<file path="config.mk">
export PLATFORM = sky130hd
export DESIGN_NAME = queue_push_arbiter_flat
export DESIGN_NICKNAME = d
export VERILOG_FILES = /design/src/rtl/queue_push_arbiter_if.sv /design/src/rtl/queue_push_arbiter.sv /design/src/flat_wrapper.sv
export SDC_FILE = /design/constraint.sdc
export NUM_CORES = 1
export LEC_CHECK = 0
export BUFFER_PORTS_ARGS = -buffer_cell sky130_fd_sc_hd__buf_2
export CORE_MARGIN = 3
export CORE_UTILIZATION = 30
export CTS_CLUSTER_SIZE = 24
export DETAILED_ROUTE_END_ITERATION = 7
export GPL_ROUTABILITY_DRIVEN = 0
export HOLD_SLACK_MARGIN = 0.15
export PLACE_DENSITY = 0.58
export SLEW_MARGIN = 25
export SYNTH_ARGS = -nofsm -noshare
export SYNTH_HDL_FRONTEND = slang
export SYNTH_SLANG_ARGS = --single-unit
</file>
<file path="constraint.sdc">
create_clock -name clk -period 4.6 [get_ports clk]
set_input_delay 0.69 -clock clk [delete_from_list [all_inputs] [get_ports clk]]
set_output_delay 0.69 -clock clk [all_outputs]
set_load 0.01 [all_outputs]
</file>
<file path="src/rtl/queue_push_arbiter_if.sv">
// Push-side bundle between producers, the arbiter and the queue.
// slave: arbiter side; master: producer/queue side.
interface queue_push_arbiter_if #(
  parameter int NUM_REQ    = 4,
  parameter int DATA_WIDTH = 8
);
  logic [NUM_REQ-1:0]            req_IN;
  logic [NUM_REQ*DATA_WIDTH-1:0] reqData_IN;
  logic [NUM_REQ-1:0]            grant_OUT;
  logic                          qPushReq_OUT;
  logic [DATA_WIDTH-1:0]         qData_OUT;
  logic                          qFull_IN;
  logic                          flush_IN;
  logic                          busy_OUT;

  modport slave (
    input  req_IN, reqData_IN, qFull_IN, flush_IN,
    output grant_OUT, qPushReq_OUT, qData_OUT, busy_OUT
  );

  modport master (
    output req_IN, reqData_IN, qFull_IN, flush_IN,
    input  grant_OUT, qPushReq_OUT, qData_OUT, busy_OUT
  );
endinterface

</file>
<file path="src/rtl/queue_push_arbiter.sv">
// Round-robin push arbiter with a 1-entry stage in front of a circular FIFO.
// Define QARB_FIXED_PRIO_EN for fixed priority (lowest index wins, no rotating pointer).
module queue_push_arbiter #(
  parameter int NUM_REQ    = 4,
  parameter int DATA_WIDTH = 8,
  parameter int IDX_WIDTH  = 2
) (
  input  logic                  clk,
  input  logic                  reset,
  queue_push_arbiter_if.slave   bus
);

  logic                  stageValid_r;
  logic [DATA_WIDTH-1:0] qData_r;
  logic                  qPush_s;
  logic                  canAccept_s;
  logic                  grantValid_s;
  logic                  winFound_s;
  logic [IDX_WIDTH-1:0]  winIdx_s;
  logic [NUM_REQ-1:0]    grant_s;

`ifdef QARB_FIXED_PRIO_EN
  // Descending scan so the lowest-indexed request is the last one kept.
  function automatic logic [IDX_WIDTH:0] pickWinner(input logic [NUM_REQ-1:0] req);
    logic [IDX_WIDTH:0] result;
    result = {(IDX_WIDTH+1){1'b0}};
    for (int k = NUM_REQ - 1; k >= 0; k--) begin
      if (req[k]) result = {1'b1, IDX_WIDTH'(k)};
      else        result = result;
    end
    return result;
  endfunction
`else
  logic [IDX_WIDTH-1:0] rrPtr_r;
  logic [IDX_WIDTH-1:0] rrNext_s;

  // Descending offset scan from ptr, so the nearest request at or after ptr wins.
  function automatic logic [IDX_WIDTH:0] pickWinner(input logic [NUM_REQ-1:0] req,
                                                    input logic [IDX_WIDTH-1:0] ptr);
    logic [IDX_WIDTH:0] result;
    int idx;
    result = {(IDX_WIDTH+1){1'b0}};
    for (int k = NUM_REQ - 1; k >= 0; k--) begin
      idx = int'(ptr) + k;
      idx = (idx >= NUM_REQ) ? idx - NUM_REQ : idx;
      if (req[idx[IDX_WIDTH-1:0]]) result = {1'b1, idx[IDX_WIDTH-1:0]};
      else                         result = result;
    end
    return result;
  endfunction
`endif

  // Push/accept qualification, winner selection and one-hot grant.
  always_comb begin
`ifdef QARB_FIXED_PRIO_EN
    {winFound_s, winIdx_s} = pickWinner(bus.req_IN);
`else
    {winFound_s, winIdx_s} = pickWinner(bus.req_IN, rrPtr_r);
    rrNext_s = (winIdx_s == IDX_WIDTH'(NUM_REQ - 1)) ? {IDX_WIDTH{1'b0}}
                                                     : winIdx_s + IDX_WIDTH'(1);
`endif
    qPush_s      = !reset && stageValid_r && !bus.qFull_IN && !bus.flush_IN;
    // The stage may refill in the same cycle it drains.
    canAccept_s  = !reset && !bus.flush_IN && (!stageValid_r || qPush_s);
    grantValid_s = canAccept_s && winFound_s;
    if (grantValid_s) grant_s = {{(NUM_REQ-1){1'b0}}, 1'b1} << winIdx_s;
    else              grant_s = {NUM_REQ{1'b0}};
  end

  // Stage register and round-robin pointer update.
  always_ff @(posedge clk) begin
    if (reset) begin
      stageValid_r <= 1'b0;
      qData_r      <= {DATA_WIDTH{1'b0}};
`ifndef QARB_FIXED_PRIO_EN
      rrPtr_r      <= {IDX_WIDTH{1'b0}};
`endif
    end else if (bus.flush_IN) begin
      stageValid_r <= 1'b0;
`ifndef QARB_FIXED_PRIO_EN
      rrPtr_r      <= {IDX_WIDTH{1'b0}};
`endif
    end else if (grantValid_s) begin
      stageValid_r <= 1'b1;
      qData_r      <= bus.reqData_IN[winIdx_s*DATA_WIDTH +: DATA_WIDTH];
`ifndef QARB_FIXED_PRIO_EN
      rrPtr_r      <= rrNext_s;
`endif
    end else if (qPush_s) begin
      stageValid_r <= 1'b0;
    end else begin
      stageValid_r <= stageValid_r;
    end
  end

  assign bus.grant_OUT    = grant_s;
  assign bus.qPushReq_OUT = qPush_s;
  assign bus.qData_OUT    = qData_r;
  assign bus.busy_OUT     = stageValid_r;

endmodule
</file>
<file path="src/flat_wrapper.sv">
// flat-port wrapper written by rule: the top's interface ports become plain ports
module queue_push_arbiter_flat 
#(
  parameter int NUM_REQ    = 4,
  parameter int DATA_WIDTH = 8,
  parameter int IDX_WIDTH  = 2
)
  (clk, reset, bus_req_IN, bus_reqData_IN, bus_qFull_IN, bus_flush_IN, bus_grant_OUT, bus_qPushReq_OUT, bus_qData_OUT, bus_busy_OUT);
  queue_push_arbiter_if #(.NUM_REQ(NUM_REQ), .DATA_WIDTH(DATA_WIDTH)) bus_i ();
  input  logic clk;
  input  logic reset;
  input wire logic [$bits(bus_i.req_IN)-1:0] bus_req_IN;
  input wire logic [$bits(bus_i.reqData_IN)-1:0] bus_reqData_IN;
  input wire logic [$bits(bus_i.qFull_IN)-1:0] bus_qFull_IN;
  input wire logic [$bits(bus_i.flush_IN)-1:0] bus_flush_IN;
  output wire logic [$bits(bus_i.grant_OUT)-1:0] bus_grant_OUT;
  output wire logic [$bits(bus_i.qPushReq_OUT)-1:0] bus_qPushReq_OUT;
  output wire logic [$bits(bus_i.qData_OUT)-1:0] bus_qData_OUT;
  output wire logic [$bits(bus_i.busy_OUT)-1:0] bus_busy_OUT;
  assign bus_i.req_IN = bus_req_IN;
  assign bus_i.reqData_IN = bus_reqData_IN;
  assign bus_i.qFull_IN = bus_qFull_IN;
  assign bus_i.flush_IN = bus_flush_IN;
  assign bus_grant_OUT = bus_i.grant_OUT;
  assign bus_qPushReq_OUT = bus_i.qPushReq_OUT;
  assign bus_qData_OUT = bus_i.qData_OUT;
  assign bus_busy_OUT = bus_i.busy_OUT;
  queue_push_arbiter #(.NUM_REQ(NUM_REQ), .DATA_WIDTH(DATA_WIDTH), .IDX_WIDTH(IDX_WIDTH)) u_core (.clk(clk), .reset(reset), .bus(bus_i));
endmodule
</file>
Word-level counts from Yosys, hierarchy flattened
Index checks and enable logic that the tools add are counted.
W data, S select, Z words.
Storage, ports and cells
  bits in registers: 11
  bits of input ports: 40
  output and inout port bits: 14
Operators by class
  add/subtract/negate cells: 8
  $lt $le $gt $ge: 8
  eq/ne operators: 1
  shift operators: 2
  mux-type cells: 20
  bitwise logic cells: 1
  reductions and logical operators: 14
Operators by type and width (count)
  $shiftx A32 B6 Y8: 1
  $lt A2 B3 Y1 const B: 4
  $mux W3: 4
  $mux W2: 5
  $ge A3 B3 Y1 const B: 3
  $bmux W1 S2: 4
  $sub A2 B1 Y2 const B: 4
  $add A2 B2 Y3 const B: 2
  $logic_and A1 B1 Y1: 6
  $mux W1: 6
  $logic_not A1 Y1: 4
  $mux W4: 1
  $shl A1 B2 Y4 const A: 1
  $add A2 B1 Y3 const B: 1
  $ge A2 B3 Y1 const B: 1
  $add A2 B1 Y2 const B: 1
  $eq A2 B2 Y1 const B: 1
  $reduce_and A2 Y1: 1
  $reduce_bool A2 Y1: 1
  $reduce_or A2 Y1: 1
  $logic_or A1 B1 Y1: 1
  $not A1 Y1: 1

Depth between registers and ports, before layout
  depth in word-level cells: 11
  depth in mapped cells: 7
  depth with buffers taken out: 5

Worst setup path after synthesis
No wires, ideal clock.
  path type: input to output
  start point: input reset
  end point: output bus_grant_OUT[1]
  data arrival time: 1750 ps
  data required time: 3910 ps
  setup slack: 2160 ps
  stages: 6
  cell sequence: buf_2 -> nor2_1 -> nand2_1 -> nor2_1 -> clkbuf_1 -> and3_1
Between the ends
  cells in the longest elaborated chain, start to end: 8
  elaborated cells on any way between the ends: 9
  classes of those cells: 1 x mux; 8 x reduce/logical
Ends and longest elaborated chain
  start, declared: line flat_wrapper.sv:11  | input logic reset;
  $logic_not A1 Y1 *: line queue_push_arbiter.sv:62, queue_push_arbiter.sv:64
  $logic_and A1 B1 Y1 (3 in a row): line queue_push_arbiter.sv:62  | qPush_s = !reset && stageValid_r && !bus.qFull_IN && !bus.flush_IN;
  $logic_or A1 B1 Y1: line queue_push_arbiter.sv:64  | canAccept_s = !reset && !bus.flush_IN && (!stageValid_r || qPush_s);
  $logic_and A1 B1 Y1 *: line queue_push_arbiter.sv:64
  $logic_and A1 B1 Y1 *: line queue_push_arbiter.sv:65  | grantValid_s = canAccept_s && winFound_s;
  $mux W4 *: line queue_push_arbiter.sv:66  | if (grantValid_s) grant_s = {{(NUM_REQ-1){1'b0}}, 1'b1} << winIdx_s;
  end, declared: line flat_wrapper.sv:16  | output wire logic [$bits(bus_i.grant_OUT)-1:0] bus_grant_OUT;
Every way passes the cells marked *; elsewhere a longest branch is shown, timed or not.

Final worst setup path
  start point: input reset
  end point: output bus_grant_OUT[2]
The elaborated chain is that of the path after synthesis.

==> results.json <==
{
  "antenna_cells": 0,
  "status": "finished, final reports clean",
  "drive_gt1_share_pct": 46.26,
  "die_x_um": 56.98,
  "fmax_mhz": 341.3,
  "syn_area_um2": 779.5,
  "start_kind": "input port",
  "hp-class": "reg -> reg",
  "root_buffer": "clkbuf_4",
  "grt_first_pass_wirelength_um": 3788,
  "worstSetupEndpointType": "output port",
  "antenna_left": 0,
  "final_area_mm2": 0.001074,
  "ys_seq_area_share_pct": 28.25,
  "worst_pin_slew_ns": 0.7802,
  "cp_max_fo": 13,
  "post_cts.repair.setup_buffers": 0,
  "vias": 882,
  "final_cell_mix": "buf_2 (53), nor2_1 (14), nand2_1 (12), dfxtp_1 (11)",
  "cp_slowest_cell": "nor2_1",
  "path_delay_family": "simple AND/OR/NAND/NOR gates",
  "placementRows": 17,
  "cts_buffers": 3,
  "synthCells": 96,
  "yosys_warnings": 0,
  "peakVddDrop_uv": 112.6,
  "synth.avg_cell_area_um2": 8.120,
  "seqPwrFrac_pct": 41.7,
  "clock_tree.buffer_depth": 2,
  "internal_power_w": 0.0001760,
  "drc": 0,
  "fin_nets": 188,
  "cpPeakStageDelay_ns": 0.60,
  "power_leakage_nw": 0.5273,
  "power_w": 0.0002566,
  "cp_cell_sequence": "buf_2 > nor2_1 > nand2_1 > nor2_1 > nand2_1 > nor2_1 > buf_2",
  "finalMaxSlewViolations": 0,
  "insertion_delay_ns": 0.27,
  "start_util_pct": 33.32,
  "die_y_um": 56.98,
  "initialDrtViolationCount": 16,
  "critPathRequiredTime_ns": 3.91,
  "power_switching_w": 0.00008062,
  "place_ws_ns": 1.630,
  "cts_tree": "yes",
  "hpwl_um": 1811,
  "wl_met3_um": 170,
  "area_growth_pct": 37.72,
  "relSlewSlack_pct": 47.79,
  "clk_pin_slew_ns": 0.07,
  "ys_types": 33,
  "place.port_buffers": 53,
  "antenna_found_initial": 0,
  "syn_nets": 136,
  "grt_pass1_vias": 896,
  "vias_per_cell": 5.040,
  "switching_share_pct": 31.42,
  "ctsResizeCount": 0,
  "p_per_area_mw_per_mm2": 239.0,
  "cp.arrival_ns": 2.24,
  "wl_met1_um": 1006,
  "critPathBufInv": 2,
  "core_mm2": 0.002340,
  "timing.final.ws_setup_ns": 1.670,
  "placed_cell_area_mm2": 0.001047,
  "period_share_pct": 63.70,
  "clkPwrFrac_pct": 26.3,
  "dr_wl_met2_um": 1123,
  "drt-wirelength-per-cell_um": 13.28,
  "maxCapViolCount": 0,
  "layout_commonest_cell": "buf_2",
  "pwr-share-comb_pct": 32.0,
  "top_layer": "met4",
  "worstSetupPathType": "in -> out",
  "rsz0062_at_grt": "false",
  "firstDrtPassIters": 4,
  "grtUsageTotal_pct": 14.43,
  "fin_skew_ns": 0.003110,
  "grt_max_degree": 14,
  "cts_htree_levels": 1,
  "wl_um": 2324,
  "cts_hold_buffers": 0,
  "grt-ovfl-total": 0,
  "setup_viol": 0,
  "period_minus_slack_ns": 2.930,
  "clock-sinks": 11,
  "fin_tns_setup_ns": 0,
  "hold_viol_final": 0,
  "synth-seq-cells": 11,
  "die-area_mm2": 0.003246,
  "pin_count": 54,
  "timing.critical_path.mode_cell": "nor2_1"
}
[cells by family (layout without fill, tap and decap cells)]
| family | after synthesis | in the layout | share of synthesized area (%) |
|---|---|---|---|
| AOI/OAI and AO/OA | 30 | 30 | 30.34 |
| muxes | 9 | 9 | 13.32 |
| and+or+nand+nor | 36 | 36 | 21.51 |
| DFF | 11 | 11 | 28.25 |
| buffers and inverters | 10 | 61 | 6.580 |
[final cells by class]
type	count	area [µm²]
flip-flops and latches	11	220.2
clock buffers	4	26.28
repair buffers	54	272.8
multi-input cells	75	508.0
well taps	28	35.03
inverters	3	11.26
fillers	271	1266
[synthesized netlist by cell type]
master / instances / area (µm²)
mux2_1: 1 / 11.26
or3b_4: 1 / 11.26
nor2_1: 14 / 52.55
dfxtp_1: 11 / 220.2
buf_6: 1 / 11.26
buf_2: 1 / 5.000
a211oi_1: 8 / 60.06
mux2_2: 6 / 67.56
clkbuf_1: 2 / 7.510
nor2b_1: 2 / 12.51
nand3_1: 1 / 5.000
nor4_1: 1 / 6.260
or2_2: 1 / 6.260
o221ai_4: 1 / 26.28
mux2_4: 1 / 15.01
nand2_1: 12 / 45.04
a21oi_1: 6 / 30.03
buf_4: 1 / 7.510
o221a_2: 1 / 11.26
nor4b_1: 1 / 8.760
inv_1: 3 / 11.26
and3_1: 1 / 6.260
a21boi_0: 1 / 7.510
mux2i_1: 1 / 10.01
clkbuf_2: 1 / 5.000
and2_1: 1 / 6.260
or2b_1: 1 / 7.510
o21ai_0: 2 / 10.01
o21ai_1: 1 / 5.000
a21boi_1: 1 / 7.510
a221oi_1: 8 / 70.07
o32ai_1: 1 / 8.760
buf_1: 1 / 3.750
[registers in the layout, summed over array words and instances (netlist names)]
register and count:
u_core.bus.qData_OUT 8, u_core.bus.busy_OUT 1, u_core.rrPtr_r 2
[metrics by stage]
stage | instances | utilization, % | hold WS [ns]
2_1_floorplan | 96 | - | 0.5132
3_3_place_gp | 171 | 44.76 | 0.4870
3_5_place_dp | 171 | 44.76 | 0.4855
4_1_cts | 175 | 45.88 | 0.4956
5_1_grt | 175 | 45.88 | 0.5239
6_report | 175 | 45.88 | 0.4941
[final timing paths]
kind,startpoint,to,slack (ns),cells after the start
worst max-delay path,reset,bus_grant_OUT[2],1.67,7
worst min-delay path,u_core.bus.qData_OUT[6],u_core.bus.qData_OUT[6],0.49,2
worst max register to register,u_core.rrPtr_r[1],u_core.bus.qData_OUT[7],2.83,5
worst min register to register,u_core.bus.qData_OUT[6],u_core.bus.qData_OUT[6],0.49,2
[worst register-to-register path, stage by stage, from the launching register on]
cell      delay [ns]
dfxtp_1         0.50
mux2i_1         0.35
o221ai_4        0.26
mux2_1          0.38
nand2_1         0.08
a211oi_1        0.07
[power groups by stage]
stage	clock (W)	sequential (W)	combinational [W]
6_report	0.0000676	0.000107	0.0000820
4_1_cts	0.0000690	0.000107	0.0000830
3_5_place_dp	0	0.000109	0.0000824
2_1_floorplan	0	0.000111	0.0000480
5_1_grt	0.0000729	0.000108	0.0000920
3_3_place_gp	0	0.000109	0.0000814
[per-layer routing]
layer  track usage (%)  vias up
met5                 0        -
met4             2.980        0
met3             4.299        4
met2             26.26       32
met1             16.60      386
li1                  -      460
Note: power is estimated with default switching activity, not from simulation.
